==> src/rtl/cv32e40p_wb_pkg.sv <==
// Shared types and constants for the register-file write-back block.
// The wb_req_t field widths set the default ADDR_WIDTH/DATA_WIDTH of the top.
package cv32e40p_wb_pkg;

  localparam int unsigned WB_ADDR_WIDTH    = 6;
  localparam int unsigned WB_DATA_WIDTH    = 32;
  localparam int unsigned STARVE_LIMIT     = 4;
  localparam int unsigned STARVE_CNT_WIDTH = $clog2(STARVE_LIMIT + 1);

  typedef struct packed {
    logic [WB_ADDR_WIDTH-1:0] addr;
    logic [WB_DATA_WIDTH-1:0] data;
  } wb_req_t;

  typedef enum logic [1:0] {
    SRC_NONE = 2'd0,
    SRC_LSU  = 2'd1,
    SRC_APU  = 2'd2
  } port_b_src_e;

endpackage

==> src/rtl/cv32e40p_rf_writeback_if.sv <==
// Result handshakes and register-file write ports of the write-back block.
// The master modport is the producer/test side, the slave modport is the block itself.
interface cv32e40p_rf_writeback_if #(
  parameter int unsigned ADDR_WIDTH = 6,
  parameter int unsigned DATA_WIDTH = 32
);

  logic                    alu_valid_i;
  logic                    alu_ready_o;
  logic [ADDR_WIDTH-1:0]   alu_waddr_i;
  logic [DATA_WIDTH-1:0]   alu_wdata_i;

  logic                    lsu_valid_i;
  logic                    lsu_ready_o;
  logic [ADDR_WIDTH-1:0]   lsu_waddr_i;
  logic [DATA_WIDTH-1:0]   lsu_wdata_i;

  logic                    apu_valid_i;
  logic                    apu_ready_o;
  logic [ADDR_WIDTH-1:0]   apu_waddr_i;
  logic [DATA_WIDTH-1:0]   apu_wdata_i;

  logic [ADDR_WIDTH-1:0]   waddr_a_o;
  logic [DATA_WIDTH-1:0]   wdata_a_o;
  logic                    we_a_o;
  logic [ADDR_WIDTH-1:0]   waddr_b_o;
  logic [DATA_WIDTH-1:0]   wdata_b_o;
  logic                    we_b_o;
  logic [2**ADDR_WIDTH-1:0] pending_o;

  modport master (
    output alu_valid_i, alu_waddr_i, alu_wdata_i,
    output lsu_valid_i, lsu_waddr_i, lsu_wdata_i,
    output apu_valid_i, apu_waddr_i, apu_wdata_i,
    input  alu_ready_o, lsu_ready_o, apu_ready_o,
    input  waddr_a_o, wdata_a_o, we_a_o,
    input  waddr_b_o, wdata_b_o, we_b_o, pending_o
  );

  modport slave (
    input  alu_valid_i, alu_waddr_i, alu_wdata_i,
    input  lsu_valid_i, lsu_waddr_i, lsu_wdata_i,
    input  apu_valid_i, apu_waddr_i, apu_wdata_i,
    output alu_ready_o, lsu_ready_o, apu_ready_o,
    output waddr_a_o, wdata_a_o, we_a_o,
    output waddr_b_o, wdata_b_o, we_b_o, pending_o
  );

endinterface

==> src/rtl/cv32e40p_wb_fifo.sv <==
// Load-result FIFO; DEPTH must be a power of two (pointers wrap naturally).
// Exposes per-entry valid/address so the top can decode hazards and pending bits.
module cv32e40p_wb_fifo
  import cv32e40p_wb_pkg::*;
#(
  parameter int unsigned DEPTH = 4
) (
  input  logic                                  clk,
  input  logic                                  rst,
  input  logic                                  push_i,
  input  wb_req_t                               push_req_i,
  input  logic                                  pop_i,
  output logic                                  full_o,
  output logic                                  empty_o,
  output wb_req_t                               head_o,
  output logic [DEPTH-1:0]                      entry_valid_o,
  output logic [DEPTH-1:0][WB_ADDR_WIDTH-1:0]   entry_addr_o
);

  localparam int unsigned PTR_W = $clog2(DEPTH);

  wb_req_t            mem_q [DEPTH];
  logic [DEPTH-1:0]   valid_q, valid_d;
  logic [PTR_W-1:0]   wptr_q, rptr_q;
  logic               do_push, do_pop;

  assign full_o        = &valid_q;
  assign empty_o       = ~|valid_q;
  assign do_pop        = pop_i && !empty_o;
  assign do_push       = push_i && (!full_o || do_pop);
  assign head_o        = mem_q[rptr_q];
  assign entry_valid_o = valid_q;

  // On push+pop while full both pointers coincide, so the set must win over the clear.
  always_comb begin
    valid_d = valid_q;
    if (do_pop)  valid_d[rptr_q] = 1'b0;
    if (do_push) valid_d[wptr_q] = 1'b1;
  end

  always_ff @(posedge clk or posedge rst) begin
    if (rst) begin
      valid_q <= '0;
      wptr_q  <= '0;
      rptr_q  <= '0;
    end else begin
      valid_q <= valid_d;
      if (do_push) wptr_q <= wptr_q + PTR_W'(1);
      if (do_pop)  rptr_q <= rptr_q + PTR_W'(1);
    end
  end

  always_ff @(posedge clk) begin
    if (do_push) mem_q[wptr_q] <= push_req_i;
  end

  for (genvar i = 0; i < DEPTH; i++) begin : g_entry_addr
    assign entry_addr_o[i] = mem_q[i].addr;
  end

endmodule

==> src/rtl/cv32e40p_rf_writeback.sv <==
// Register-file write-back: ALU on port A, LSU FIFO and APU arbitrated onto port B.
// Define CV32E40P_WB_STARVE_GUARD_EN to let a waiting APU through after STARVE_LIMIT FIFO grants.
module cv32e40p_rf_writeback
  import cv32e40p_wb_pkg::*;
#(
  parameter int unsigned ADDR_WIDTH     = WB_ADDR_WIDTH,
  parameter int unsigned DATA_WIDTH     = WB_DATA_WIDTH,
  parameter int unsigned LSU_FIFO_DEPTH = 4
) (
  input  logic                  clk,
  input  logic                  rst,
  cv32e40p_rf_writeback_if.slave wb
);

  localparam int unsigned NREG = 2**ADDR_WIDTH;

  wb_req_t                                       lsu_req, apu_req, fifo_head, b_win_req;
  logic                                          fifo_full, fifo_empty, fifo_push, fifo_pop;
  logic [LSU_FIFO_DEPTH-1:0]                     fifo_vld;
  logic [LSU_FIFO_DEPTH-1:0][WB_ADDR_WIDTH-1:0]  fifo_addr;
  port_b_src_e                                   b_src;
  logic                                          starve_hit;
  logic                                          alu_hazard, alu_fire, lsu_fire;
  logic [NREG-1:0]                               pending;

  logic                  we_a_q, we_b_q;
  logic [ADDR_WIDTH-1:0] waddr_a_q, waddr_b_q;
  logic [DATA_WIDTH-1:0] wdata_a_q, wdata_b_q;

  assign lsu_req.addr = wb.lsu_waddr_i;
  assign lsu_req.data = wb.lsu_wdata_i;
  assign apu_req.addr = wb.apu_waddr_i;
  assign apu_req.data = wb.apu_wdata_i;

  cv32e40p_wb_fifo #(
    .DEPTH (LSU_FIFO_DEPTH)
  ) u_lsu_fifo (
    .clk           (clk),
    .rst           (rst),
    .push_i        (fifo_push),
    .push_req_i    (lsu_req),
    .pop_i         (fifo_pop),
    .full_o        (fifo_full),
    .empty_o       (fifo_empty),
    .head_o        (fifo_head),
    .entry_valid_o (fifo_vld),
    .entry_addr_o  (fifo_addr)
  );

`ifdef CV32E40P_WB_STARVE_GUARD_EN
  logic [STARVE_CNT_WIDTH-1:0] starve_q, starve_d;

  assign starve_hit = (starve_q == STARVE_CNT_WIDTH'(STARVE_LIMIT));

  always_comb begin
    starve_d = starve_q;
    if (!wb.apu_valid_i || b_src == SRC_APU) starve_d = '0;
    else if (b_src == SRC_LSU && !starve_hit) starve_d = starve_q + STARVE_CNT_WIDTH'(1);
  end

  always_ff @(posedge clk or posedge rst) begin
    if (rst) starve_q <= '0;
    else     starve_q <= starve_d;
  end
`else
  assign starve_hit = 1'b0;
`endif

  always_comb begin
    b_src = SRC_NONE;
    if (!rst) begin
      if (wb.apu_valid_i && (fifo_empty || starve_hit)) b_src = SRC_APU;
      else if (!fifo_empty)                             b_src = SRC_LSU;
    end
  end

  assign b_win_req      = (b_src == SRC_APU) ? apu_req : fifo_head;
  assign fifo_pop       = (b_src == SRC_LSU);
  assign wb.apu_ready_o = (b_src == SRC_APU);
  assign wb.lsu_ready_o = !rst && (!fifo_full || fifo_pop);
  assign lsu_fire       = wb.lsu_valid_i && wb.lsu_ready_o;
  assign fifo_push      = lsu_fire && (wb.lsu_waddr_i != '0);

  // Anything heading for port B is older than the ALU result, so the ALU waits behind it.
  always_comb begin
    alu_hazard = 1'b0;
    for (int i = 0; i < LSU_FIFO_DEPTH; i++) begin
      if (fifo_vld[i] && fifo_addr[i] == wb.alu_waddr_i) alu_hazard = 1'b1;
    end
    if (wb.lsu_valid_i && wb.lsu_waddr_i == wb.alu_waddr_i)       alu_hazard = 1'b1;
    if (b_src != SRC_NONE && b_win_req.addr == wb.alu_waddr_i)    alu_hazard = 1'b1;
    if (we_b_q && waddr_b_q == wb.alu_waddr_i)                    alu_hazard = 1'b1;
    if (wb.alu_waddr_i == '0)                                     alu_hazard = 1'b0;
  end

  assign wb.alu_ready_o = !rst && !alu_hazard;
  assign alu_fire       = wb.alu_valid_i && wb.alu_ready_o;

  always_ff @(posedge clk or posedge rst) begin
    if (rst) begin
      we_a_q    <= 1'b0;
      waddr_a_q <= '0;
      wdata_a_q <= '0;
    end else begin
      we_a_q <= alu_fire && (wb.alu_waddr_i != '0);
      if (alu_fire) begin
        waddr_a_q <= wb.alu_waddr_i;
        wdata_a_q <= wb.alu_wdata_i;
      end
    end
  end

  always_ff @(posedge clk or posedge rst) begin
    if (rst) begin
      we_b_q    <= 1'b0;
      waddr_b_q <= '0;
      wdata_b_q <= '0;
    end else begin
      we_b_q <= (b_src != SRC_NONE) && (b_win_req.addr != '0);
      if (b_src != SRC_NONE) begin
        waddr_b_q <= b_win_req.addr;
        wdata_b_q <= b_win_req.data;
      end
    end
  end

  always_comb begin
    pending = '0;
    for (int i = 0; i < LSU_FIFO_DEPTH; i++) begin
      if (fifo_vld[i]) pending[fifo_addr[i]] = 1'b1;
    end
    if (we_b_q) pending[waddr_b_q] = 1'b1;
    pending[0] = 1'b0;
  end

  assign wb.we_a_o    = we_a_q;
  assign wb.waddr_a_o = waddr_a_q;
  assign wb.wdata_a_o = wdata_a_q;
  assign wb.we_b_o    = we_b_q;
  assign wb.waddr_b_o = waddr_b_q;
  assign wb.wdata_b_o = wdata_b_q;
  assign wb.pending_o = pending;

endmodule

==> src/flat_wrapper.sv <==
// flat-port wrapper written by rule: the top's interface ports become plain ports
module cv32e40p_rf_writeback_flat import cv32e40p_wb_pkg::*;
#(
  parameter int unsigned ADDR_WIDTH     = WB_ADDR_WIDTH,
  parameter int unsigned DATA_WIDTH     = WB_DATA_WIDTH,
  parameter int unsigned LSU_FIFO_DEPTH = 4
)
  (clk, rst, wb_alu_valid_i, wb_alu_waddr_i, wb_alu_wdata_i, wb_lsu_valid_i, wb_lsu_waddr_i, wb_lsu_wdata_i, wb_apu_valid_i, wb_apu_waddr_i, wb_apu_wdata_i, wb_alu_ready_o, wb_lsu_ready_o, wb_apu_ready_o, wb_waddr_a_o, wb_wdata_a_o, wb_we_a_o, wb_waddr_b_o, wb_wdata_b_o, wb_we_b_o, wb_pending_o);
  cv32e40p_rf_writeback_if #(.ADDR_WIDTH(ADDR_WIDTH), .DATA_WIDTH(DATA_WIDTH)) wb_i ();
  input  logic clk;
  input  logic rst;
  input wire logic [$bits(wb_i.alu_valid_i)-1:0] wb_alu_valid_i;
  input wire logic [$bits(wb_i.alu_waddr_i)-1:0] wb_alu_waddr_i;
  input wire logic [$bits(wb_i.alu_wdata_i)-1:0] wb_alu_wdata_i;
  input wire logic [$bits(wb_i.lsu_valid_i)-1:0] wb_lsu_valid_i;
  input wire logic [$bits(wb_i.lsu_waddr_i)-1:0] wb_lsu_waddr_i;
  input wire logic [$bits(wb_i.lsu_wdata_i)-1:0] wb_lsu_wdata_i;
  input wire logic [$bits(wb_i.apu_valid_i)-1:0] wb_apu_valid_i;
  input wire logic [$bits(wb_i.apu_waddr_i)-1:0] wb_apu_waddr_i;
  input wire logic [$bits(wb_i.apu_wdata_i)-1:0] wb_apu_wdata_i;
  output wire logic [$bits(wb_i.alu_ready_o)-1:0] wb_alu_ready_o;
  output wire logic [$bits(wb_i.lsu_ready_o)-1:0] wb_lsu_ready_o;
  output wire logic [$bits(wb_i.apu_ready_o)-1:0] wb_apu_ready_o;
  output wire logic [$bits(wb_i.waddr_a_o)-1:0] wb_waddr_a_o;
  output wire logic [$bits(wb_i.wdata_a_o)-1:0] wb_wdata_a_o;
  output wire logic [$bits(wb_i.we_a_o)-1:0] wb_we_a_o;
  output wire logic [$bits(wb_i.waddr_b_o)-1:0] wb_waddr_b_o;
  output wire logic [$bits(wb_i.wdata_b_o)-1:0] wb_wdata_b_o;
  output wire logic [$bits(wb_i.we_b_o)-1:0] wb_we_b_o;
  output wire logic [$bits(wb_i.pending_o)-1:0] wb_pending_o;
  assign wb_i.alu_valid_i = wb_alu_valid_i;
  assign wb_i.alu_waddr_i = wb_alu_waddr_i;
  assign wb_i.alu_wdata_i = wb_alu_wdata_i;
  assign wb_i.lsu_valid_i = wb_lsu_valid_i;
  assign wb_i.lsu_waddr_i = wb_lsu_waddr_i;
  assign wb_i.lsu_wdata_i = wb_lsu_wdata_i;
  assign wb_i.apu_valid_i = wb_apu_valid_i;
  assign wb_i.apu_waddr_i = wb_apu_waddr_i;
  assign wb_i.apu_wdata_i = wb_apu_wdata_i;
  assign wb_alu_ready_o = wb_i.alu_ready_o;
  assign wb_lsu_ready_o = wb_i.lsu_ready_o;
  assign wb_apu_ready_o = wb_i.apu_ready_o;
  assign wb_waddr_a_o = wb_i.waddr_a_o;
  assign wb_wdata_a_o = wb_i.wdata_a_o;
  assign wb_we_a_o = wb_i.we_a_o;
  assign wb_waddr_b_o = wb_i.waddr_b_o;
  assign wb_wdata_b_o = wb_i.wdata_b_o;
  assign wb_we_b_o = wb_i.we_b_o;
  assign wb_pending_o = wb_i.pending_o;
  cv32e40p_rf_writeback #(.ADDR_WIDTH(ADDR_WIDTH), .DATA_WIDTH(DATA_WIDTH), .LSU_FIFO_DEPTH(LSU_FIFO_DEPTH)) u_core (.clk(clk), .rst(rst), .wb(wb_i));
endmodule
==> config.mk <==
export PLATFORM = sky130hd
export DESIGN_NAME = cv32e40p_rf_writeback_flat
export DESIGN_NICKNAME = d
export VERILOG_FILES = /design/src/rtl/cv32e40p_wb_pkg.sv /design/src/rtl/cv32e40p_rf_writeback_if.sv /design/src/rtl/cv32e40p_wb_fifo.sv /design/src/rtl/cv32e40p_rf_writeback.sv /design/src/flat_wrapper.sv
export SDC_FILE = /design/constraint.sdc
export NUM_CORES = 1
export LEC_CHECK = 0
export ABC_AREA = 1
export BUFFER_PORTS_ARGS = -buffer_cell sky130_fd_sc_hd__buf_2
export CORE_ASPECT_RATIO = 0.6
export CORE_MARGIN = 3
export CORE_UTILIZATION = 52
export DETAILED_ROUTE_END_ITERATION = 6
export GPL_TIMING_DRIVEN = 0
export HOLD_SLACK_MARGIN = 0.06
export PLACE_DENSITY = 0.88
export SLEW_MARGIN = 15
export SYNTH_ARGS = -nofsm -noshare
export SYNTH_HDL_FRONTEND = slang
export SYNTH_HIERARCHICAL = 1
export SYNTH_SLANG_ARGS = --single-unit
export TNS_END_PERCENT = 30
==> constraint.sdc <==
create_clock -name clk -period 5.2 [get_ports clk]
set_input_delay 1.04 -clock clk [delete_from_list [all_inputs] [get_ports clk]]
set_output_delay 1.04 -clock clk [all_outputs]
set_load 0.02 [all_outputs]
---- After elaboration in Yosys (flattened, before gate mapping) ----
Memory sizes are Yosys's and may differ from the RTL's.
Cells that the tools add are included.
storage, ports and cells
  register bits ........................... 86
  bits in writable memories ............... 152
  input bits .............................. 119
  output and inout bits ................... 145
  logic and storage cells ................. 114
  memories ................................ 1
operators by class
  add/sub/neg operators ................... 2
  $lt $le $gt $ge ......................... 14
  eq/ne operators ......................... 9
  multiplexer cells ....................... 35
  bitwise logic cells ..................... 7
  reduce and logical (&&, ||, !) cells .... 37
memory list
  name                     words  bits a word  read ports  clocked after Yosys merged registers in  write ports  line                    text
  u_core.u_lsu_fifo.mem_q  4      38           5           0                                        1            cv32e40p_wb_fifo.sv:22  wb_req_t mem_q [DEPTH];
operator list
  cell                 number
  $mux 64              5
  $or 64x64->64        4
  $eq 6x6->1           7
  $mux 38              1
  $lt 6x7->1 const B   5
  $demux 1 s6          5
  $ge 6x1->1 const B   5
  $logic_and 1x1->1    24
  $mux 1               18
  $reduce_bool 6->1    3
  $mux 4               2
  $logic_not 6->1      1
  $lt 2x3->1 const B   2
  $add 2x1->2 const B  2
  $and 4x4->4          1
  $demux 1 s2          2
  $ge 2x1->1 const B   2
  $logic_not 1->1      4
  $mux 2               2
  $not 4->4            1
  $or 4x4->4           1
  $reduce_and 4->1     1
  $reduce_or 4->1      1
  $eq 2x1->1 const B   1
  3 further kinds      4

---- Depth between registers and ports, before layout ----
Gate-level depths: netlist of the first run.
  word-level depth ........................ 16
  gate-level depth with buffers ........... 20
  gate-level depth less buffers ........... 17

---- Cells and area by module ----
The synthesis of the first run kept the hierarchy.
modules (own cells, without submodules)
  module                 times used  cells an instance  area an instance (um2)  sequential area each (um2)
  cv32e40p_rf_writeback  1           1027               6631.4                  1951.9
  cv32e40p_wb_fifo       1           450                6284.8                  4764.6

---- Least setup slack after synthesis of the first run ----
OpenSTA, ideal clock, no wires.
  path kind ............................... input-to-reg
  start point ............................. in rst
  end point ............................... reg u_core.waddr_a_q[5], in the netlist u_core/wb.waddr_a_o[5]
  setup time .............................. 80 ps
  arrival ................................. 3948 ps
  required time ........................... 5120 ps
  setup slack ............................. 1172 ps
  stages .................................. 4
  path buffers ............................ 1
  path through ............................ inv_2 -> clkbuf_1 -> nand4_1 -> nand2_1
on the way
  word-level cells in the longest chain between the ends .. 11
  elaborated cells between the ends (all ways) .. 13
  classes of those cells .................. 2 x eq/ne; 5 x mux; 6 x reduce/logical
RTL lines
  item                    line                          text
  start: declaration      flat_wrapper.sv:11            input logic rst;
  $mux 2                  cv32e40p_rf_writeback.sv:71   if (!rst) begin
  $eq 2x2->1              cv32e40p_rf_writeback.sv:77   assign b_win_req = (b_src == SRC_APU) ? apu_req : fifo_head;
  $mux 38                 cv32e40p_rf_writeback.sv:77
  $eq 6x6->1              cv32e40p_rf_writeback.sv:91   if (b_src != SRC_NONE && b_win_req.addr == wb.alu_waddr_i) alu_hazard = 1'b1;
  $logic_and 1x1->1       cv32e40p_rf_writeback.sv:91
  $mux 1                  cv32e40p_rf_writeback.sv:91
  $mux 1                  cv32e40p_rf_writeback.sv:92   if (we_b_q && waddr_b_q == wb.alu_waddr_i) alu_hazard = 1'b1;
  $mux 1                  cv32e40p_rf_writeback.sv:93   if (wb.alu_waddr_i == '0) alu_hazard = 1'b0;
  $logic_not 1->1         cv32e40p_rf_writeback.sv:96   assign wb.alu_ready_o = !rst && !alu_hazard;
  $logic_and 1x1->1 (*)   cv32e40p_rf_writeback.sv:96
  $logic_and 1x1->1 (*)   cv32e40p_rf_writeback.sv:97   assign alu_fire = wb.alu_valid_i && wb.alu_ready_o;
  end signal: assignment  cv32e40p_rf_writeback.sv:107  waddr_a_q <= wb.alu_waddr_i;
  end: declaration        cv32e40p_rf_writeback.sv:27   logic [ADDR_WIDTH-1:0] waddr_a_q, waddr_b_q;
Every way passes the cells marked *; elsewhere a longest branch is shown, timed or not.
A chain may end at the register's enable or synchronous reset.

---- Worst setup path after layout of the first run ----
  start point ............................. reg u_core.u_lsu_fifo.valid_q[2], in the netlist u_core/u_lsu_fifo/entry_valid_o[2]
  end point ............................... out wb_alu_ready_o
on the way
  word-level cells in the longest chain between the ends .. 14
  elaborated cells between the ends (all ways) .. 20
  classes of those cells .................. 2 x eq/ne; 10 x mux; 8 x reduce/logical
RTL lines
  item                         line                         text
  start: declaration           cv32e40p_wb_fifo.sv:23       logic [DEPTH-1:0] valid_q, valid_d;
  start signal: assignment     cv32e40p_wb_fifo.sv:47       valid_q <= valid_d;
  $reduce_or 4->1 (*)          cv32e40p_wb_fifo.sv:28       assign empty_o = ~|valid_q;
  $logic_not 1->1 (*)          cv32e40p_wb_fifo.sv:28
  named net u_core.fifo_empty  cv32e40p_rf_writeback.sv:18  logic fifo_full, fifo_empty, fifo_push, fifo_pop;
  $logic_and 1x1->1 (*)        cv32e40p_rf_writeback.sv:72  if (wb.apu_valid_i && (fifo_empty || starve_hit)) b_src = SRC_APU;
  $mux 2 (*)                   cv32e40p_rf_writeback.sv:72
  $mux 2 (*)                   cv32e40p_rf_writeback.sv:71
  $eq 2x2->1                   cv32e40p_rf_writeback.sv:77
  $mux 38                      cv32e40p_rf_writeback.sv:77
  $eq 6x6->1                   cv32e40p_rf_writeback.sv:91
  $logic_and 1x1->1 (*)        cv32e40p_rf_writeback.sv:91
  $mux 1 (*)                   cv32e40p_rf_writeback.sv:91
  $mux 1 (*)                   cv32e40p_rf_writeback.sv:92
  $mux 1 (*)                   cv32e40p_rf_writeback.sv:93
  $logic_not 1->1 (*)          cv32e40p_rf_writeback.sv:96
  $logic_and 1x1->1 (*)        cv32e40p_rf_writeback.sv:96
  end: declaration             flat_wrapper.sv:21           output wire logic [$bits(wb_i.alu_ready_o)-1:0] wb_alu_ready_o;
The timed path passes the listed nets; every way through them passes the cells marked *.

==> flow_metrics.env, run 1 <==
export IMPL_status="finished with violations"
export IMPL_violations="design-rule violations"
export IMPL_seq_area_mm2=0.00672
export IMPL_cts_made_buffers=21
export IMPL_end_kind="output pin"
export IMPL_netlist_instances=1477
export IMPL_synth_area_mm2=0.0129
export IMPL_layout_min_cycle_time_ps=4620
export IMPL_setup_viol=0
export IMPL_synth_top_family_by_area="simple AND/OR/NAND/NOR gates"
export IMPL_reg2reg_from="u_core/u_lsu_fifo/entry_valid_o[2]"
export IMPL_peakVddDrop_v=0.000304
export IMPL_cpMostUsedCell="nand2_1"
export IMPL_antenna_found_initial=5
export IMPL_post_cts_buffers=0
export IMPL_grt_pass1_wl_mm=83.5
export IMPL_first_global_vias=13500
export IMPL_worstPathRequired_ps=4160
export IMPL_synthAdderAreaFrac=0.00775
export IMPL_drc_errors=4
export IMPL_grt_usage=0.416
export IMPL_netlist_top_cells_count="311 x nand2_1, 152 x edfxtp_1, 146 x nor2_1"
export IMPL_hold_path_depth=2
export IMPL_yosysMostFrequentCell="nand2_1"
export IMPL_syn_to_final_growth_pct=19.5
export IMPL_clk_latency_ps=520
export IMPL_timing_final_crit_share=0.888
export IMPL_ys_seq_area_frac=0.520
export IMPL_core_area_mm2=0.0237
export IMPL_clock_path_buffers=3
export IMPL_hold_viol_final=0
export IMPL_worst_pin_slew_ps=1300
export IMPL_fin_nets=1891
export IMPL_synthTopCellsByArea="edfxtp_1 35%, dfrtp_1 17%, nand2_1 9.0%"
export IMPL_path_max_fanout=10
export IMPL_drive_gt1_frac=0.211
export IMPL_synth_compound_area_share=0.160
export IMPL_synth_edf_count=152
export IMPL_synth_top_area_frac=0.353
export IMPL_ys_async_sr_fraction=0.361
export IMPL_drtIter0Drc=2936
export IMPL_critical_path_buf_inv_count=3
export IMPL_power_per_cell_area_mw_per_mm2=478
export IMPL_synth_xor_area_share=0.00271
export IMPL_slowest_stage="dfrtp_1"
export IMPL_grt_start_max_net_pins=55
export IMPL_yosys_warnings=6
export IMPL_worstHoldStart="u_core/wb.wdata_a_o[13]"
export IMPL_r2r_cells=12
export IMPL_die_area_mm2=0.0268
export IMPL_skew_ps=24.6
export IMPL_drv_slew=0
export IMPL_yosys_area_top_type="edfxtp_1"
export IMPL_vias=14300
export IMPL_cts_resized=0
export IMPL_pin_count=264
export IMPL_yosys_area_share_simple=0.234
export IMPL_fin_setup_tns_ps=0
export IMPL_wire_per_inst_um=27.5
export IMPL_cts_sinks=238
export IMPL_p_leak_uw=0.00671
export IMPL_synth_fp_nets=1604
export IMPL_htreeDepth=1
export IMPL_slowest_delay_ps=640
export IMPL_cp_top_family="simple AND/OR/NAND/NOR gates"
export IMPL_ff2ff_setup_slack_ps=1250
export IMPL_rsz0062_at_grt="no"
export IMPL_initial_core_util=0.544
export IMPL_worstSetupPathType="reg2out"
export IMPL_cts_tree="built"
export IMPL_timing_hold_ws_ps=479
export IMPL_setup_worst_path_start_class="flop"
export IMPL_syn_avg_cell_area_um2=8.74
export IMPL_path_clk_slew_ps=70
export IMPL_relSlewSlack=0.126
export IMPL_fill_cells=1749
export IMPL_hold_class="reg2reg"
export IMPL_ant_nets=0
export IMPL_worstPathCellList="nor2_1, nand2_2, inv_1, nand3_2, buf_2, nand2_1, nand2_1, nand2_1, nand3_1, nor2_1, nand2_1, nand2_1, a21oi_1, buf_2"
export IMPL_drt_total_wl_mm=57.8
export IMPL_place_congestion=1.08
export IMPL_max_freq_mhz=216
export IMPL_overflow=0
export IMPL_rows=43
export IMPL_hpwl_mm=42.5
export IMPL_yosys_cell_types_count=46
export IMPL_synth_area_mux_share=0
export IMPL_firstDrtPassIters=7
export IMPL_r2r_end="u_core/u_lsu_fifo/mem_q[3][23]"
export IMPL_synth_flop_cell="edfxtp_1"
export IMPL_die_w_um=209
export IMPL_synth_seq_cells=238
export IMPL_whs_endpoint="u_core/wb.wdata_a_o[13]"
export IMPL_max_cap_violations=0
export IMPL_die_height_um=128
export IMPL_hold_buffers=0
export IMPL_root_buffer="clkbuf_16"
export IMPL_viasPerCell=6.79
export IMPL_total_power_uw=7390
export IMPL_critPathArrivalTime_ps=3580
export IMPL_port_buffer_count=257
export IMPL_multi_input_area_mm2=0.00526
## state kept, by name (all words and copies together) (netlist names)
signal / count
u_core/u_lsu_fifo/wptr_q: 2
u_core/wb.wdata_a_o: 32
u_core/u_lsu_fifo/mem_q: 152
u_core/u_lsu_fifo/rptr_q: 2
u_core/u_lsu_fifo/entry_valid_o: 4
u_core/wb.wdata_b_o: 32
u_core/wb.we_a_o: 1
u_core/wb.waddr_a_o: 6
u_core/wb.we_b_o: 1
u_core/wb.waddr_b_o: 6
## worst reg2reg max path, stage by stage, from the launching register on
cell      delay, ps
dfrtp_1         640
nor2_1          120
nand2_2         150
inv_1           150
inv_1            80
nand2_1         300
inv_1           310
clkbuf_1        640
nand2_2         200
nand2_2         200
nand3_1         160
inv_2           440
buf_16          250
## worst max path at each step
stage                             end  slack, ps                                from  depth (start not counted)
3_3_place_gp         u_core/wb.we_b_o       -660                                 rst                          3
6_report               wb_alu_ready_o        580  u_core/u_lsu_fifo/entry_valid_o[2]                         14
2_1_floorplan  u_core/wb.waddr_a_o[0]        880                                 rst                          2
3_5_place_dp           wb_alu_ready_o       1030                                 rst                         13
4_1_cts                wb_alu_ready_o        890  u_core/u_lsu_fifo/entry_valid_o[2]                         14
5_1_grt                wb_alu_ready_o        620  u_core/u_lsu_fifo/entry_valid_o[2]                         14
## layer usage
metal	GRT usage	share of wire	vias up
li1	-	-	5877
met1	0.571	0.37	6658
met2	0.598	0.41	1501
met3	0.184	0.19	211
met4	0.123	0.033	4
met5	0	0.00047	-
## area by class of cell
type | count | share of cell area
plain buffers | 105 | 0.0386
clock inverters | 11 | 0.00559
well taps | 315 | 0.0255
multi-input cells | 1033 | 0.341
repair buffers | 264 | 0.0925
flip-flops and latches | 238 | 0.435
diodes | 5 | 0.000810
inverters | 101 | 0.0246
clock buffers | 27 | 0.0368
## report_power, final
group          switching (uW)  internal [uW]
combinational            2370            879
sequential                245           2370
clock                     693            827
## logic make-up after synthesis
kind of cell	Yosys count
adders and majority gates	8
AOI/OAI and AO/OA	319
buffers and inverters	206
DFF	238
and+or+nand+nor	701
other	1
xor gates and xnor gates	4
## through the flow
| step | setup slack (ps) | cells | area, um^2 | utilization |
|---|---|---|---|---|
| 3_5_place_dp | 1030 | 2056 | 14800 | 0.622 |
| 6_report | 580 | 2099 | 15400 | 0.651 |
| 2_1_floorplan | 877 | 1477 | 12900 | - |
| 4_1_cts | 889 | 2094 | 15400 | 0.650 |
| 3_3_place_gp | -662 | 2049 | 14600 | 0.615 |
| 5_1_grt | 620 | 2097 | 15400 | 0.650 |
## cell usage in the layout, fill, tap and decap left out, drive strengths merged, types with 2 or more instances in the layout
master  count
nor2      146
o211ai      7
inv       101
o22ai      68
o221ai     30
edfxtp    152
o311ai      6
dfrtp      86
clkinv      9
a211oi      2
nor3       44
xor2        3
a31oi      30
a2111o      2
o32ai       2
a22oi       8
a311o       3
ha          8
a221oi      9
o32a        3
o21ai      91
nand4      47
nand2     315
buf       326
diode       5
o31ai      28
a21oi      25
clkbuf     70
nand3     145
a32oi       2
Note: power is estimated with default switching activity, not from simulation.
==> inputs of run 2 (changes only) <==
- CORE_UTILIZATION: 52 -> 56
- PLACE_DENSITY: 0.88 -> 0.93
==> run 2 against run 1 <==
Effect of this change: the flow still finishes with violations (design-rule violations); register-to-register slack better by 110 ps; maximum frequency down 4.2%; sequential cell count unchanged; critical path type unchanged; largest cell class unchanged; largest power group unchanged.
==> flow_metrics.env, run 2 (same netlist as run 1, synthesis figures left out) <==
export IMPL_timing_hold_ws_ps=478
export IMPL_cts_resized=0
export IMPL_die_height_um=124
export IMPL_violations="design-rule violations"
export IMPL_total_power_uw=7540
export IMPL_end_kind="output pin"
export IMPL_hold_viol_final=0
export IMPL_syn_to_final_growth_pct=20.0
export IMPL_clk_latency_ps=530
export IMPL_initial_core_util=0.578
export IMPL_final_util=0.694
export IMPL_skew_ps=25.9
export IMPL_ant_nets=0
export IMPL_antenna_found_initial=1
export IMPL_core_area_mm2=0.0223
export IMPL_path_max_fanout=11
export IMPL_largest_reg_flops=152
export IMPL_root_buffer="clkbuf_16"
export IMPL_die_w_um=202
export IMPL_hold_path_depth=2
export IMPL_wire_per_inst_um=27.2
export IMPL_p_leak_uw=0.00673
export IMPL_drc_errors=34
export IMPL_firstDrtPassIters=7
export IMPL_grt_usage=0.442
export IMPL_critPathArrivalTime_ps=3780
export IMPL_post_place_ws_ps=978
export IMPL_port_buffer_count=257
export IMPL_status="finished with violations"
export IMPL_power_per_cell_area_mw_per_mm2=486
export IMPL_max_freq_mhz=207
export IMPL_drtIter0Drc=2686
export IMPL_path_clk_slew_ps=70
export IMPL_setup_viol=0
export IMPL_cts_made_buffers=22
export IMPL_r2r_cells=12
export IMPL_layout_min_cycle_time_ps=4820
export IMPL_rows=42
export IMPL_cts_tree="built"
export IMPL_viasPerCell=6.93
export IMPL_pin_count=264
export IMPL_first_global_vias=13500
export IMPL_die_area_mm2=0.0250
export IMPL_place_congestion=1.11
export IMPL_worstSetupPathType="reg2out"
export IMPL_setup_worst_path_start_class="flop"
export IMPL_overflow=0
export IMPL_rsz0062_at_grt="no"
export IMPL_regMostFlops="u_core/u_lsu_fifo/mem_q"
export IMPL_hold_buffers=0
export IMPL_drive_gt1_frac=0.213
export IMPL_drt_total_wl_mm=57.0
export IMPL_grt_pass1_wl_mm=82.5
export IMPL_clock_path_buffers=3
export IMPL_hpwl_mm=42.4
export IMPL_cts_sinks=238
export IMPL_max_cap_violations=0
export IMPL_setup_ws_ps=377
export IMPL_worstPathRequired_ps=4160
export IMPL_post_cts_buffers=0
export IMPL_worst_pin_slew_ps=1350
export IMPL_drv_slew=0
export IMPL_grt_start_max_net_pins=48
export IMPL_htreeDepth=1
export IMPL_mostFrequentLayoutCells="311 x nand2_1, 274 x buf_2, 152 x edfxtp_1"
export IMPL_relSlewSlack=0.0918
export IMPL_layout_commonest_cell="nand2_1"
export IMPL_hold_class="reg2reg"
export IMPL_peakVddDrop_v=0.000330
export IMPL_vias=14500
export IMPL_timing_final_crit_share=0.927
export IMPL_fin_nets=1891
run 2: cell count changes in the layout (fill, tap and decap cells not counted):
cell / before / now
inv_8: 0 / 1
clkbuf_8: 2 / 1
clkinv_2: 4 / 3
buf_6: 8 / 7
buf_12: 2 / 4
clkinv_1: 4 / 3
diode_2: 5 / 4
buf_16: 3 / 1
nor3_1: 38 / 35
clkbuf_16: 21 / 23
inv_12: 0 / 1
bufinv_16: 1 / 2
nor3_2: 6 / 9
run 2: final cells by class:
class,instances,area (um^2)
fillers,1551,6830
flip-flops and latches,238,6720
multi-input cells,1033,5270
repair buffers,263,1400
clock buffers,28,604
plain buffers,105,596
well taps,308,385
inverters,101,379
clock inverters,12,135
diodes,4,10.0
run 2: metal layers:
| layer | up-vias | wire, um | global-route usage |
|---|---|---|---|
| li1 | 5876 | - | - |
| met1 | 6785 | 20800 | 0.607 |
| met2 | 1575 | 23300 | 0.646 |
| met3 | 266 | 10800 | 0.196 |
| met4 | 4 | 1940 | 0.114 |
| met5 | - | 156 | 0.0357 |
run 2: worst paths after layout:
kind	startpoint	to	slack, ps
setup / recovery	u_core/u_lsu_fifo/rptr_q[1]	wb_alu_ready_o	380
hold / removal	u_core/wb.wdata_a_o[23]	u_core/wb.wdata_a_o[23]	480
setup reg to reg	u_core/u_lsu_fifo/entry_valid_o[2]	u_core/u_lsu_fifo/mem_q[0][0]	1360
hold reg to reg	u_core/wb.wdata_a_o[23]	u_core/wb.wdata_a_o[23]	480
max in group asynchronous	rst	u_core/wb.wdata_b_o[2]	3390
min in group asynchronous	rst	u_core/u_lsu_fifo/rptr_q[0]	620
run 2: worst max-delay path, cell delays in order (launching register included):
cell      delay [ps]
dfrtp_1          440
inv_1            160
clkbuf_1         480
o21ai_0          330
o22ai_1          500
nand2_1          170
nand2_1          160
nand2_1           70
nand3_1          100
nor2_1            50
nand2_1          120
nand2_1          180
a21oi_1          260
buf_2            220
run 2: metrics by stage:
stage                     std cells  TNS, ps  instance area, um^2
final                          2092        0                15500
after global routing           2089        0                15500
after CTS                      2088        0                15500
after detailed placement       2048        0                14700
after global placement         2042   -52750                14600
after floorplan                1477        0                12900
run 2: power breakdown:
group | internal (uW) | switching [uW]
Combinational | 875 | 2370
Sequential | 2370 | 251
Clock | 939 | 735
Total | 4180 | 3350
